File: config.mk
export PLATFORM = sky130hd
export DESIGN_NAME = mem_access_sequencer
export DESIGN_NICKNAME = d
export VERILOG_FILES = /design/src/rtl/mem_access_sequencer.sv
export SDC_FILE = /design/constraint.sdc
export NUM_CORES = 1
export LEC_CHECK = 0
export CAP_MARGIN = 20
export CORE_MARGIN = 2
export CORE_UTILIZATION = 39
export CTS_BUF_LIST = sky130_fd_sc_hd__clkbuf_2
export DETAILED_ROUTE_END_ITERATION = 10
export PLACE_DENSITY = 0.83
export SETUP_SLACK_MARGIN = 0.05
export SLEW_MARGIN = 30
export SYNTH_ARGS = -nofsm -noshare
export SYNTH_HDL_FRONTEND = slang
export SYNTH_SLANG_ARGS = --single-unit
File: constraint.sdc
create_clock -name clk -period 1.53 [get_ports clk]
set_input_delay 0.306 -clock clk [delete_from_list [all_inputs] [get_ports clk]]
set_output_delay 0.306 -clock clk [all_outputs]
set_load 0.02 [all_outputs]
File: src/rtl/mem_access_sequencer.sv
// Memory slot sequencer: arbitrates the single-port memory between instruction
// fetch at the PC and load/store requests, and drives the PC counter's rw control.
module mem_access_sequencer #(
  parameter int ADDR_W    = 8,
  parameter int DATA_W    = 8,
  parameter int MAX_BURST = 4
) (
  input  logic              clk,
  input  logic              reset,
  input  logic              run,
  input  logic [ADDR_W-1:0] pc,
  output logic [1:0]        rw,
  input  logic              d_req,
  input  logic              d_we,
  input  logic [ADDR_W-1:0] d_addr,
  input  logic [DATA_W-1:0] d_wdata,
  output logic              d_gnt,
  output logic              d_done,
  output logic [DATA_W-1:0] d_rdata,
  output logic              i_valid,
  output logic [DATA_W-1:0] i_instr,
  output logic              mem_en,
  output logic              mem_we,
  output logic [ADDR_W-1:0] mem_addr,
  output logic [DATA_W-1:0] mem_wdata,
  input  logic [DATA_W-1:0] mem_rdata,
  input  logic              mem_ready,
  output logic              busy
);

  localparam logic [1:0] ST_HALT  = 2'd0;
  localparam logic [1:0] ST_FETCH = 2'd1;
  localparam logic [1:0] ST_DATA  = 2'd2;
  localparam logic [3:0] BURST_LIMIT = 4'(MAX_BURST);

  localparam logic [1:0] RW_ADVANCE = 2'b00;
  localparam logic [1:0] RW_READ    = 2'b01;
  localparam logic [1:0] RW_WRITE   = 2'b10;

  logic [1:0]        state;
  logic [1:0]        state_next;
  logic [3:0]        burst_cnt;
  logic              we_q;
  logic [ADDR_W-1:0] addr_q;
  logic [DATA_W-1:0] wdata_q;
  logic              active;
  logic              decision;
  logic              pick_data;
  logic              fetch_done;
  logic              data_done;

  // Handshake: the requester holds d_req (with d_we/d_addr/d_wdata stable) until
  // a cycle where d_gnt = 1; that cycle transfers the request and the requester
  // may drop or replace it on the next cycle. d_done pulses once per granted request.
  always_comb begin
    active     = (state == ST_FETCH) || (state == ST_DATA);
    decision   = !active || mem_ready;
    pick_data  = run && d_req && (burst_cnt < BURST_LIMIT);
    fetch_done = (state == ST_FETCH) && mem_ready;
    data_done  = (state == ST_DATA) && mem_ready;
    d_gnt      = !reset && decision && pick_data;

    state_next = state;
    if (decision) begin
      if (!run)           state_next = ST_HALT;
      else if (pick_data) state_next = ST_DATA;
      else                state_next = ST_FETCH;
    end
  end

  always_comb begin
    mem_en    = 1'b0;
    mem_we    = 1'b0;
    mem_addr  = pc;
    mem_wdata = wdata_q;
    rw        = RW_READ;
    case (state)
      ST_FETCH: begin
        mem_en = 1'b1;
        // PC must not advance on a completion that reset is discarding.
        rw     = (mem_ready && !reset) ? RW_ADVANCE : RW_READ;
      end
      ST_DATA: begin
        mem_en   = 1'b1;
        mem_we   = we_q;
        mem_addr = addr_q;
        rw       = we_q ? RW_WRITE : RW_READ;
      end
      default: ;
    endcase
  end

  assign busy = (state != ST_HALT);

  always_ff @(posedge clk) begin
    if (reset) begin
      state     <= ST_HALT;
      burst_cnt <= 4'd0;
      d_done    <= 1'b0;
      i_valid   <= 1'b0;
      i_instr   <= '0;
      d_rdata   <= '0;
      we_q      <= 1'b0;
      addr_q    <= '0;
      wdata_q   <= '0;
    end else begin
      state <= state_next;
      if (decision && run) begin
        if (pick_data) begin
          burst_cnt <= burst_cnt + 4'd1;
          we_q      <= d_we;
          addr_q    <= d_addr;
          wdata_q   <= d_wdata;
        end else begin
          burst_cnt <= 4'd0;
        end
      end
      i_valid <= fetch_done;
      if (fetch_done) i_instr <= mem_rdata;
      d_done <= data_done;
      if (data_done && !we_q) d_rdata <= mem_rdata;
    end
  end

endmodule

==> metrics.md <==
| Metric | Value |
|---|---|
| Status | `finished, violations left` |
| Failing checks | `negative setup slack` |
| Final non-filler cell total | `around 320` |
| # rows | `24` |
| Commonest non-fill, non-tap cell in the layout | `dfxtp_1` |
| Die X | `just over 70 um` |
| Clock tree buffer depth | `2` |
| GR Overflow Total | `0` |
| Final Power | `2.362 mW` |
| Final Setup Violations | `15` |
| 1st-pass router iterations | `4` |
| Final Routed Wirelength | `5115 um` |
| Via count | `1,692` |
| Netlist cell types | `26` |
| Leakage | `1.315 nW` |
| CP endpoint kind | `output port` |
| Placed cells | `308` |
| Largest net degree at the start of global routing | `22` |
| Period utilization | `126.3%` |
| Final hold slack | `just under 400 ps` |
| Port Buffer Count | `77` |
| Syn Nets | `218` |
| DIE HEIGHT | `around 72 um` |
| Wire length per cell | `16.03 um` |
| Synth warn | `0` |
| WP data arrival | `1630 ps` |
| Final Util | `70.01%` |
| Vias in the first global route | `1,719` |
| Most frequent cells in the layout | `dfxtp_1, clkdlybuf4s50_1, buf_6, a31o_1, buf_4` |
| H-Tree Depth | `2` |
| First-pass GRT wire length | `about 8300 um` |
| Sequential cell area | `around 830 um^2` |
| Clock transition at path regs | `approximately 210 ps` |
| Sum Neg Setup Slack | `-4367 ps` |
| DP HPWL | `3320 um` |
| Critical Setup Path Class | `reg2out` |
| Setup WS pre-CTS | `-670.7 ps` |
| Cell area after placement | `~0.0027 mm^2` |
| Syn avg cell area | `10.27 um^2` |
| Final Hold Viols | `0` |
| Num CTS Buffers | `5` |
| Post-Syn Instances | `approximately 180` |
| Finished Cell Area | `0.003090 mm^2` |
| CTS tree | `built` |
| Clk sinks | `between 40 and 50` |
| Max-cap violations | `0` |
| Worst slew pin tran | `~300 ps` |
| Top fanout value on the critical path | `7` |
| Setup ws final | `-402.1 ps` |
| Max_slew headroom | `79.97%` |
| Hold_buf cts | `0` |
| CP Data Required Time | `1220 ps` |
| Max rail drop VDD | `0.5035 mV` |
| Worst min path class | `in2reg` |
| Core area | `about 0.0044 mm^2` |
| CTS root buffer | `clkbuf_2` |
| Share of post-route cells with drive strength above 1 | `35.21%` |
| Initial Util | `40.96%` |
| Die area | `~0.0052 mm^2` |
| Ports | `approximately 80` |
| Skew-Pair Late Insertion Delay | `410 ps` |
| Period minus WS final | `between 1500 and 2000 ps` |
| Number of filler instances in the final layout | `339` |
| Pwr per Cell Area | `between 700 and 800 mW/mm^2` |
| DRC viols | `0` |
| Antenna diodes | `0` |
| Post-Syn Area | `0.001808 mm^2` |
| Final #Nets | `308` |
| Slew Limit Fails | `0` |
| Tot GR Track Use | `20.59%` |
| Syn-to-layout area delta | `70.93%` |
| ANT nets after route | `0` |
| Skew final | `15.54 ps` |
| Initial antenna violation count | `0` |
| Number of synthesized register bits | `41` |
| RD Place Congestion | `0.7687` |
| RSZ-0062 raised after global routing | `yes` |
| Critical Path Start Type | `register` |
| Fmax | `0.5176 GHz` |
| Area of the multi-input gates | `0.001139 mm^2` |
| Routed vias/inst | `5.304` |
| Detailed Route Iter0 Violations | `61` |
| Sequential cell area fraction in the yosys report | `45.40%` |
## layer usage
metal,GRT usage [%],up-vias,share of wire (%)
met4,8.805,0,1.8
met5,0,-,0
met1,23.53,802,42
met3,5.556,6,6.3
met2,35.98,62,50
li1,-,822,-
## registers in the layout (all words and copies together) (netlist names)
name and count:
we_q 1, addr_q 8, state 2, d_done 1, mem_wdata 8, d_rdata 8, i_instr 8, i_valid 1
burst_cnt 4
## cell usage after synthesis
cell	count	area share, %
a21oi_1	10	2.8
a31o_1	17	8.2
a31oi_1	1	0.35
a32o_1	2	1.1
and2_1	1	0.35
and3_1	4	1.4
buf_1	1	0.21
buf_2	8	2.2
buf_6	2	1.2
clkbuf_1	5	1.0
dfxtp_1	41	45
ha_1	4	2.8
inv_1	5	1.0
mux2_2	8	5.0
mux2i_1	8	4.4
nand2_1	12	2.5
nand2b_1	3	1.0
nand3_1	10	2.8
nand3b_1	1	0.42
nand4bb_1	1	0.62
nor2_1	10	2.1
nor2b_1	3	1.0
nor4b_1	8	3.9
nor4b_2	9	7.5
o21a_1	1	0.42
o21ai_1	1	0.28
## layout make-up
type                       count  area share, %
tap                           52          2.105
multi-input combinational    114          36.84
timing repair buffer          99          31.42
inverter                       5         0.7692
clock buffer                   5         0.8097
clock inverter                 3          1.336
sequential                    41          26.72
## final timing paths
path | slack (ps) | start | to | cells past startpoint
hold reg to reg | 470 | i_instr[5]$_SDFFE_PP0P_ | i_instr[5]$_SDFFE_PP0P_ | 2
hold / removal | 390 | reset | d_rdata[4]$_SDFFE_PP0P_ | 3
setup reg to reg | -10 | state[1]$_SDFFE_PP0N_ | addr_q[2]$_SDFFE_PP0P_ | 6
setup / recovery | -400 | state[0]$_SDFFE_PP0N_ | mem_addr[3] | 5
## timing repair
| item | 4_1_cts | 5_1_grt |
|---|---|---|
| gates cloned | 2 | 0 |
| pin swaps | 6 | 7 |
| setup buffers | 0 | 2 |
| resized for setup | 147 | 38 |
| setup endpoints to repair | 57 | 57 |
## kinds of logic after synthesis
| family | after synthesis | synth area share (%) |
|---|---|---|
| mux | 16 | 9.412 |
| buf+inv | 21 | 5.744 |
| simple gates | 62 | 23.53 |
| compound gates | 32 | 13.15 |
| flops | 41 | 45.40 |
| fa+ha+maj | 4 | 2.768 |
## critical path, cell delays in order (launching register included)
cell and delay (ps):
dfxtp_2 380, inv_4 70, ha_4 170, buf_12 150
mux2_4 310, buf_6 130
## power by group
group / internal, mW / total (mW) / switching, mW
Clock: 0.270 / 0.629 / 0.359
Combinational: 0.322 / 0.599 / 0.277
Sequential: 1.11 / 1.13 / 0.0244
Total: 1.70 / 2.36 / 0.660
(Power assumes the default switching activity.)
